<file path="config.mk">
export PLATFORM = sky130hd
export DESIGN_NAME = cv32e40p_cg_enable_ctrl
export DESIGN_NICKNAME = d
export VERILOG_FILES = /design/src/rtl/cv32e40p_cg_pkg.sv /design/src/rtl/cv32e40p_cg_stat_counter.sv /design/src/rtl/cv32e40p_cg_enable_ctrl.sv
export SDC_FILE = /design/constraint.sdc
export NUM_CORES = 1
export LEC_CHECK = 0
export BUFFER_PORTS_ARGS = -buffer_cell sky130_fd_sc_hd__buf_2
export CORE_ASPECT_RATIO = 0.9
export CORE_MARGIN = 2
export CORE_UTILIZATION = 30
export DETAILED_ROUTE_END_ITERATION = 10
export SLEW_MARGIN = 20
export SYNTH_ARGS = -nofsm -noshare
export SYNTH_HDL_FRONTEND = slang
export SYNTH_HIERARCHICAL = 1
export SYNTH_SLANG_ARGS = --single-unit
</file>
<file path="constraint.sdc">
create_clock -name clk_i -period 2.05 [get_ports clk_i]
set_input_delay 0.41 -clock clk_i [delete_from_list [all_inputs] [get_ports clk_i]]
set_output_delay 0.41 -clock clk_i [all_outputs]
set_load 0.01 [all_outputs]
</file>
<file path="src/rtl/cv32e40p_cg_pkg.sv">
// Shared types and defaults for the core clock-gate enable controller.
package cv32e40p_cg_pkg;

    typedef enum logic [1:0] {
        CG_RUN,
        CG_DRAIN,
        CG_SLEEP,
        CG_WAKE
    } cg_state_e;

    localparam int unsigned CG_IDLE_CYCLES_DEF = 4;
    localparam int unsigned CG_WAKE_CYCLES_DEF = 2;
    localparam int unsigned CG_STAT_W          = 32;

endpackage

</file>
<file path="src/rtl/cv32e40p_cg_stat_counter.sv">
// Saturating up-counter used for gated-cycle statistics; cleared only by reset.
module cv32e40p_cg_stat_counter #(
    parameter int unsigned W = 32
) (
    input  logic         clk_i,
    input  logic         rst_i,
    input  logic         inc_i,
    output logic [W-1:0] cnt_o
);

    logic [W-1:0] cnt_q;

    always_ff @(posedge clk_i) begin
        if (rst_i) begin
            cnt_q <= '0;
        end else if (inc_i && (cnt_q != '1)) begin
            cnt_q <= cnt_q + W'(1);
        end
    end

    assign cnt_o = cnt_q;

endmodule

</file>
<file path="src/rtl/cv32e40p_cg_enable_ctrl.sv">
// Clock-gate enable controller on the free-running clock: RUN/DRAIN/SLEEP/WAKE with hysteresis.
// Optional gated-cycle statistics are built when CV32E40P_CG_STATS_EN is defined.
module cv32e40p_cg_enable_ctrl
    import cv32e40p_cg_pkg::*;
#(
    parameter int unsigned IDLE_CYCLES = CG_IDLE_CYCLES_DEF,
    parameter int unsigned WAKE_CYCLES = CG_WAKE_CYCLES_DEF,
    parameter int unsigned CNT_W       = 8
) (
    input  logic                 clk_i,
    input  logic                 rst_i,
    input  logic                 sleep_req_i,
    input  logic                 busy_i,
    input  logic                 wake_i,
    input  logic                 force_en_i,
    output logic                 cg_en_o,
    output logic                 sleep_o,
    output logic                 wake_ack_o,
    output logic [CG_STAT_W-1:0] sleep_cnt_o
);

    if ((IDLE_CYCLES < 1) || (IDLE_CYCLES > (2 ** CNT_W) - 1)) begin : g_idle_chk
        $error("IDLE_CYCLES out of range 1..2^CNT_W-1");
    end
    if ((WAKE_CYCLES < 1) || (WAKE_CYCLES > (2 ** CNT_W) - 1)) begin : g_wake_chk
        $error("WAKE_CYCLES out of range 1..2^CNT_W-1");
    end

    localparam logic [CNT_W-1:0] IDLE_LAST = CNT_W'(IDLE_CYCLES - 1);
    localparam logic [CNT_W-1:0] WAKE_LAST = CNT_W'(WAKE_CYCLES - 1);

    cg_state_e        state_q, state_d;
    logic [CNT_W-1:0] cnt_q, cnt_d;
    logic             ack_q, ack_d;

    always_ff @(posedge clk_i) begin
        if (rst_i) begin
            state_q <= CG_RUN;
            cnt_q   <= '0;
            ack_q   <= 1'b0;
        end else begin
            state_q <= state_d;
            cnt_q   <= cnt_d;
            ack_q   <= ack_d;
        end
    end

    // Wake sources always win over a sleep request, in RUN and in DRAIN alike.
    always_comb begin
        state_d = state_q;
        cnt_d   = cnt_q;
        ack_d   = 1'b0;
        unique case (state_q)
            CG_RUN: begin
                if (sleep_req_i && !busy_i && !wake_i && !force_en_i) begin
                    state_d = CG_DRAIN;
                    cnt_d   = '0;
                end
            end
            CG_DRAIN: begin
                if (busy_i || wake_i || force_en_i || !sleep_req_i) begin
                    state_d = CG_RUN;
                end else begin
                    cnt_d = cnt_q + CNT_W'(1);
                    if (cnt_q == IDLE_LAST) begin
                        state_d = CG_SLEEP;
                    end
                end
            end
            CG_SLEEP: begin
                if (wake_i || force_en_i) begin
                    state_d = CG_WAKE;
                    cnt_d   = '0;
                end
            end
            CG_WAKE: begin
                cnt_d = cnt_q + CNT_W'(1);
                if (cnt_q == WAKE_LAST) begin
                    state_d = CG_RUN;
                    ack_d   = 1'b1;
                end
            end
            default: state_d = CG_RUN;
        endcase
    end

    assign cg_en_o    = (state_q != CG_SLEEP);
    assign sleep_o    = (state_q == CG_SLEEP);
    assign wake_ack_o = ack_q;

`ifdef CV32E40P_CG_STATS_EN
    cv32e40p_cg_stat_counter #(
        .W(CG_STAT_W)
    ) u_stat (
        .clk_i(clk_i),
        .rst_i(rst_i),
        .inc_i(state_q == CG_SLEEP),
        .cnt_o(sleep_cnt_o)
    );
`else
    assign sleep_cnt_o = '0;
`endif

endmodule

</file>
==> results of run 1 <==
cell usage in the layout, fill, tap and decap left out, types with 2 or more instances in the layout:
master / n
nor3_1: 2
buf_2: 8
or3_2: 3
nand3_1: 2
dfxtp_1: 11
inv_1: 3
nand2_1: 5
nand4_1: 2
ha_1: 2
conb_1: 32
o21ai_0: 3
a21oi_1: 6
clkbuf_4: 3
nor2_1: 4
o22ai_1: 2
flip-flops by register name, summed over array words and instances (netlist names), named ones only:
register	count
cnt_q	8
state_q	1
wake_ack_o	1
layout make-up:
type / instances / area (sq um) / area share (%)
tap: 40 / 50.0 / 5.89
timing repair buffer: 9 / 47.5 / 5.60
sequential: 11 / 220 / 25.9
multi-input combinational: 84 / 494 / 58.2
inverter: 3 / 11.3 / 1.33
clock buffer: 4 / 26.3 / 3.09
final timing paths:
path                               start        to  depth (start not counted)
worst max-delay path            register   sleep_o                          3
worst min-delay path               rst_i  register                          2
worst max register to register  register  cnt_q[5]                          4
worst min register to register  cnt_q[5]  cnt_q[5]                          2
kinds of logic after synthesis:
| family | Yosys count | share of synthesized area (%) |
|---|---|---|
| fa+ha+maj | 2 | 2.93 |
| xor+xnor | 2 | 2.05 |
| buf+inv | 36 | 29.9 |
| flops | 11 | 25.8 |
| compound gates | 21 | 18.8 |
| simple gates | 26 | 18.9 |
| other cells | 1 | 0.439 |
| mux | 1 | 1.17 |
metal layers:
| metal | vias up | GRT usage, % | part of all wire (%) |
|---|---|---|---|
| met1 | 280 | 10.4 | 43 |
| met4 | 0 | 4.44 | 1.2 |
| met3 | 4 | 3.55 | 7.2 |
| met2 | 29 | 16.1 | 49 |
| met5 | - | 0 | 0 |
| li1 | 312 | - | - |
metrics by stage:
stage	worst slack (ns)	utilization [%]	total power [W]	cell area [sq um]	cells
2_1_floorplan	0.291	-	0.000301	970	131
3_3_place_gp	0.300	30.2	0.000266	823	147
3_5_place_dp	0.221	30.2	0.000267	823	147
4_1_cts	0.447	31.2	0.000421	850	151
5_1_grt	0.338	31.2	0.000438	850	151
6_report	0.447	31.2	0.000412	850	151
power breakdown:
part	internal (W)	switching, W
sequential	0.000214	0.000000603
combinational	0.00000990	0.0000387
clock	0.0000754	0.0000737
total	0.000299	0.000113
==> flow_summary.yaml, run 1 <==
cts:
  cts_made_buffers: 3
  cts-root-buf: "clkbuf_4"
  cts_setup_buffers: 0
  cts_resized: 0
  cts.htree.levels: 1
  ctsHoldBuffers: 0
  clk_pin_slew_ns: 0.07
  cts_max_path_buffers: 2
  cts.sinks: 11
  tritoncts: "yes"
  insertion_delay_ns: 0.27
route:
  drt-pass1-iter-count: 4
  wire_per_inst_um: 9.15
  ant_nets: 0
  dr_total_vias: 625
  drt-total-wl_mm: 1.38
  drtIter0Drc: 17
  viasPerCell: 4.14
  drcViolationCount: 0
yosys:
  synth_top_flop_cell: "dfxtp_1"
  synth_area_sq_um: 853
  synthTopCellsByArea: "buf_4, dfxtp_1, a21oi_1"
  synth_edf_count: 0
  synthTopCellsByCount: "buf_4, dfxtp_1, a21oi_1"
  synth_top_cell_area_share_pct: 28.2
  synthArstFlopShare_pct: 0
  ys_seq_area_share_pct: 25.8
  yosysMostFrequentCell: "buf_4"
  avgSynthCellArea_sq_um: 8.53
  yosysWarnings: 6
  synth_cell_types: 36
  syn_inst: 100
  yosys.area.top_type: "buf_4"
  ys_seq_elements: 11
critical_path:
  path_cells: "nand2b_1 -> inv_1 -> buf_2"
  worst-path-buf-inv: 2
  max_stage_delay_ns: 0.50
  cp_slowest_cell: "dfxtp_1"
  crit_required_ns: 1.64
  critPathLaunchType: "register"
  endpoint_kind: "output pin"
  cp_top_family: "flip-flops"
  crit_type: "register to output pin"
  cp.arrival_ns: 1.19
  path_max_fanout: 10
  ff2ff_setup_slack_ns: 0.49
power_and_ir_drop:
  p_leak_nw: 0.345
  vdd_drop_max_mv: 0.370
  pwr_density_cell_nw_per_um2: 485
place:
  place_congestion: 0.731
  io_buffers: 8
  hpwl_mm: 1.13
finish:
  diodes: 0
  area_growth_pct: -0.440
  fillCellCount: 296
  drive_above_1_share_pct: 18.9
  nNetsFinal: 120
floorplanning:
  die_x_um: 60.2
  die_y_um: 54.6
  dieArea_sq_um: 3290
  row_count: 18
  io_pins: 41
  start_util_pct: 31.3
  fp.coreArea_sq_um: 2730
grt:
  gr-total-overflow: 0
  grtUsageTotal_pct: 9.44
  antenna_found_initial: 0
  grt_pass1_wl_mm: 2.24
  grt_max_degree: 11
  grt_pass1_vias: 535
sta:
  clock-skew-final_ns: 0.00200
  slew_violations: 0
  timing.final.hold_violations: 0
  setup_tns_ns: 0
  min_period_ns: 1.60
  finalSetupViolations: 0
  fmax_mhz: 624
  fin_crit_sh_pct: 78.2
  rsz0062_at_grt: "no"
  whs_ns: 0.363
hold_path:
  hold_class: "input pin to register"
job:
  cap_viol_max_count: 0
status:
  status: "completed"
(Power assumes the default switching activity.)
==> run 2: changes to the inputs <==
Clock period 2.05 ns to 1.6 ns, I/O delays scaled along.
==> run 2 against run 1 <==
Compared with the run above:
- utilization up 1.1 points
- clock power increased by 34%
- via count is 4.3% higher
- clock skew hardly changed
- final area rose by 3.7%
- power up 30%
- sequential cell count is the same
- final cell count is 2.6% higher
- worst setup slack got worse by 0.31 ns
- largest power group unchanged
- highest routed layer is now met3
==> flow_summary.yaml, run 2 (synthesis gave the netlist of run 1 again) <==
floorplanning:
  io_pins: 41
  start_util_pct: 31.3
  fp.coreArea_sq_um: 2730
  row_count: 18
  die_y_um: 54.6
  die_x_um: 60.2
  dieArea_sq_um: 3290
route:
  ant_nets: 0
  drt-pass1-iter-count: 4
  dr_total_vias: 652
  drtIter0Drc: 16
  viasPerCell: 4.21
  drcViolationCount: 0
  drt-total-wl_mm: 1.42
  wire_per_inst_um: 9.15
finish:
  final_area_sq_um: 881
  nNetsFinal: 124
  final_common_cell: "conb_1"
  largest_reg_flops: 8
  final_cell_mix: "conb_1, dfxtp_1, buf_2, a21oi_1"
  largest_register: "cnt_q"
  drive_above_1_share_pct: 22.6
  area_growth_pct: 3.23
  diodes: 0
critical_path:
  path_max_fanout: 8
  worstSetupEndpoint: "cnt_q[3]"
  ff2ff_setup_slack_ns: 0.13
  cp.arrival_ns: 1.68
  crit_type: "register to register"
  crit_required_ns: 1.81
  reg2reg_depth: 5
  r2r-end: "cnt_q[3]"
  critPathLaunch: "state_q[0]"
  critPathLaunchType: "register"
  r2r_start: "state_q[0]"
  endpoint_kind: "register"
status:
  status: "completed"
cts:
  cts.htree.levels: 1
  cts.sinks: 11
  clk_pin_slew_ns: 0.07
  tritoncts: "yes"
  ctsHoldBuffers: 0
  cts_max_path_buffers: 2
  insertion_delay_ns: 0.27
  cts_made_buffers: 3
  cts-root-buf: "clkbuf_4"
power_and_ir_drop:
  vdd_drop_max_mv: 0.364
  pwr_density_cell_nw_per_um2: 610
  power.total_w: 0.000537
  p_leak_nw: 0.365
grt:
  grt_pass1_vias: 529
  grtUsageTotal_pct: 9.31
  gr-total-overflow: 0
  grt_max_degree: 9
  grt_pass1_wl_mm: 2.20
  antenna_found_initial: 0
sta:
  fin_crit_sh_pct: 91.7
  whs_ns: 0.266
  setup_tns_ns: 0
  min_period_ns: 1.47
  rsz0062_at_grt: "no"
  clock-skew-final_ns: 0.00173
  finalSetupViolations: 0
  timing.final.hold_violations: 0
  fmax_mhz: 681
  slew_violations: 0
hold_path:
  hold_class: "input pin to register"
job:
  cap_viol_max_count: 0
place:
  io_buffers: 8
  dpl-instance-area_sq_um: 853
  hpwl_mm: 1.15
  place_congestion: 0.794
-- run 2: changes by cell type in the layout (fill, tap and decap cells not counted) --
cell     change
dfxtp_1      -1
buf_4        +4
dfxtp_2      +1
-- run 2: layout make-up --
type                    instances  area, sq um
fillers                       291         1840
multi-input cells              84          494
flip-flops and latches         11          221
repair buffers                 13         77.6
well taps                      40         50.0
clock buffers                   4         26.3
inverters                       3         11.3
-- run 2: power breakdown --
part	leakage, nW	switching, W	internal [W]
Clock	0.0150	0.000102	0.0000967
Combinational	0.261	0.0000499	0.0000142
Sequential	0.0891	0.000000688	0.000274
Total	0.365	0.000152	0.000385
-- run 2: worst min-delay path by stage --
stage	from	cells after the start	endpoint	slack, ns
6_report	rst_i	2	register	0.27
2_1_floorplan	rst_i	1	register	0.39
3_5_place_dp	cnt_q[6]	2	cnt_q[6]	0.50
4_1_cts	rst_i	2	register	0.26
3_3_place_gp	cnt_q[6]	2	cnt_q[6]	0.50
5_1_grt	rst_i	2	cnt_q[0]	0.27
-- run 2: through the flow --
| stage | setup WS [ns] | instances | utilization [%] |
|---|---|---|---|
| finish | 0.133 | 155 | 32.3 |
| floorplan | -0.0336 | 131 | - |
| detailed placement | -0.0490 | 151 | 31.3 |
| global placement | -0.00548 | 151 | 31.3 |
| global route | 0.0306 | 155 | 32.3 |
| CTS | 0.0632 | 155 | 32.3 |
-- run 2: worst max-delay path: stages (launching register included) --
cell     delay (ns)
dfxtp_1        0.36
o311a_2        0.43
a31oi_4        0.24
buf_4          0.17
o21ai_0        0.08
a21oi_1        0.13
-- run 2: layer usage --
metal / global-route usage, % / wire, um / share of wire, %
met1: 10.6 / 619 / 44
met3: 4.96 / 115 / 8.1
met4: 2.22 / 0 / 0
met2: 15.4 / 685 / 48
met5: 0 / 0 / 0
-- run 2: what timing repair did --
action                                  4_1_cts  5_1_grt
gates resized for setup                       0        1
hold endpoints to repair                      0        0
setup buffers                                 0        0
endpoints found under the setup margin        0        1
==> run 3: changes to the inputs <==
Settings changed: CORE_MARGIN 2 to not set, CORE_UTILIZATION 30 to 45, PLACE_DENSITY set to 0.78.
==> run 3 against run 2 <==
Compared with the run above:
- register-to-register slack is essentially flat
- clock skew grew 0.00050 ns
- via count grew 4.3%
- critical endpoint is now cnt_q[6]
- largest cell class unchanged
- largest power group unchanged
==> flow_summary.yaml, run 3 (synthesis gave the netlist of run 1 again) <==
floorplanning:
  fp.coreArea_sq_um: 1720
  start_util_pct: 49.7
  die_y_um: 43.3
  io_pins: 41
  row_count: 14
  dieArea_sq_um: 2070
  die_x_um: 47.9
cts:
  cts.htree.levels: 1
  cts_made_buffers: 3
  cts-root-buf: "clkbuf_4"
  insertion_delay_ns: 0.27
  clk_pin_slew_ns: 0.07
  cts.sinks: 11
  tritoncts: "yes"
  cts_max_path_buffers: 2
  cts_setup_buffers: 0
sta:
  fin_crit_sh_pct: 92.2
  slew_violations: 0
  clock-skew-final_ns: 0.00223
  min_period_ns: 1.48
  finalSetupViolations: 0
  timing.final.hold_violations: 0
  rsz0062_at_grt: "no"
  layout_setup_ws_ns: 0.125
  fmax_mhz: 678
route:
  wire_per_inst_um: 10.8
  drt-total-wl_mm: 1.50
  drtIter0Drc: 23
  viasPerCell: 4.89
  drcViolationCount: 0
  ant_nets: 0
  drt-pass1-iter-count: 4
  dr_total_vias: 680
power_and_ir_drop:
  p_leak_nw: 0.361
  p_int_w: 0.000385
  vdd_drop_max_mv: 0.338
  seqPwrFrac_pct: 51.4
  clkPwrFrac_pct: 36.6
  p_sw_share_pct: 28.0
  combPwrFrac_pct: 12.0
  power_switching_w: 0.000149
  pwr_density_cell_nw_per_um2: 617
grt:
  grtUsageTotal_pct: 16.0
  grt_pass1_vias: 550
  antenna_found_initial: 0
  grt_max_degree: 10
  grt_pass1_wl_mm: 2.35
  gr-total-overflow: 0
finish:
  nNetsFinal: 124
  area_growth_pct: 1.47
  final_cell_mix: "conb_1, dfxtp_1, buf_2, a21oi_1, nand2_1"
  fin_util_pct: 50.4
  largest_reg_flops: 8
  largest_register: "cnt_q"
  final_common_cell: "conb_1"
  drive_above_1_share_pct: 22.6
  final_area_sq_um: 866
  diodes: 0
critical_path:
  max_stage_delay_ns: 0.44
  cp.arrival_ns: 1.68
  endpoint_kind: "register"
  path_cells: "ha_1 -> nand4_1 -> or3_2 -> a21oi_1"
  crit_required_ns: 1.81
  crit_type: "register to register"
  cp_slowest_cell: "dfxtp_1"
  path_max_fanout: 6
  critPathLaunchType: "register"
place:
  post-place-ws_ns: -0.0624
  hpwl_mm: 1.07
  io_buffers: 8
  dpl-instance-area_sq_um: 826
  place_congestion: 0.789
hold_path:
  hold_class: "input pin to register"
job:
  cap_viol_max_count: 0
status:
  status: "completed"
-- run 3: cell count changes in the layout (fill, tap and decap cells not counted) --
cell     delta
buf_4       -1
a31oi_2     +1
-- run 3: layout make-up --
class | count | area (sq um)
Clock buffer | 4 | 26.3
Inverter | 3 | 11.3
Sequential cell | 11 | 221
Multi-Input combinational cell | 85 | 507
Fill cell | 177 | 851
Tap cell | 24 | 30.0
Timing Repair Buffer | 12 | 70.1
-- run 3: layer usage --
layer	vias to the layer above	wire [um]	track usage [%]
met5	-	0	0
li1	325	-	-
met2	38	708	25.7
met3	5	112	3.83
met1	312	643	19.1
met4	0	36	8.33
-- run 3: metrics by stage --
| stage | TNS [ns] | total power [W] | hold slack (ns) | cells |
|---|---|---|---|---|
| finish | 0 | 0.000534 | 0.273 | 139 |
| global route | 0 | 0.000555 | 0.310 | 139 |
| CTS | 0 | 0.000532 | 0.271 | 138 |
| detailed placement | -0.208 | 0.000343 | 0.501 | 134 |
| global placement | -0.0958 | 0.000343 | 0.503 | 134 |
| floorplan | -0.131 | 0.000385 | 0.389 | 131 |
-- run 3: what timing repair did --
action / CTS / global route
resized for setup: 0 / 1
hold buffers: 0 / 0
setup endpoints to repair: 0 / 1
-- run 3: final timing paths --
kind                               start  endpoint  slack [ns]  cells after the start
worst min-delay path               rst_i  register        0.27                      2
worst max-delay path            cnt_q[0]  cnt_q[6]        0.12                      4
worst min register to register  cnt_q[6]  cnt_q[6]        0.52                      2
worst max register to register  cnt_q[0]  cnt_q[6]        0.12                      4
-- run 3: worst max-delay path, delay by kind of cell (launching register included) --
kind	cells	cell delay [ns]
flops	1	0.44
fa+ha+maj	1	0.27
compound gates	1	0.14
simple gates	2	0.55
-- run 3: power groups by stage --
| stage | logic [W] | clock network, W | registers, W |
|---|---|---|---|
| after floorplan | 0.000104 | 0 | 0.000281 |
| final | 0.0000641 | 0.000195 | 0.000275 |
| after global routing | 0.0000738 | 0.000207 | 0.000275 |
| after detailed placement | 0.0000622 | 0 | 0.000281 |
| after global placement | 0.0000617 | 0 | 0.000281 |
| after CTS | 0.0000625 | 0.000195 | 0.000275 |
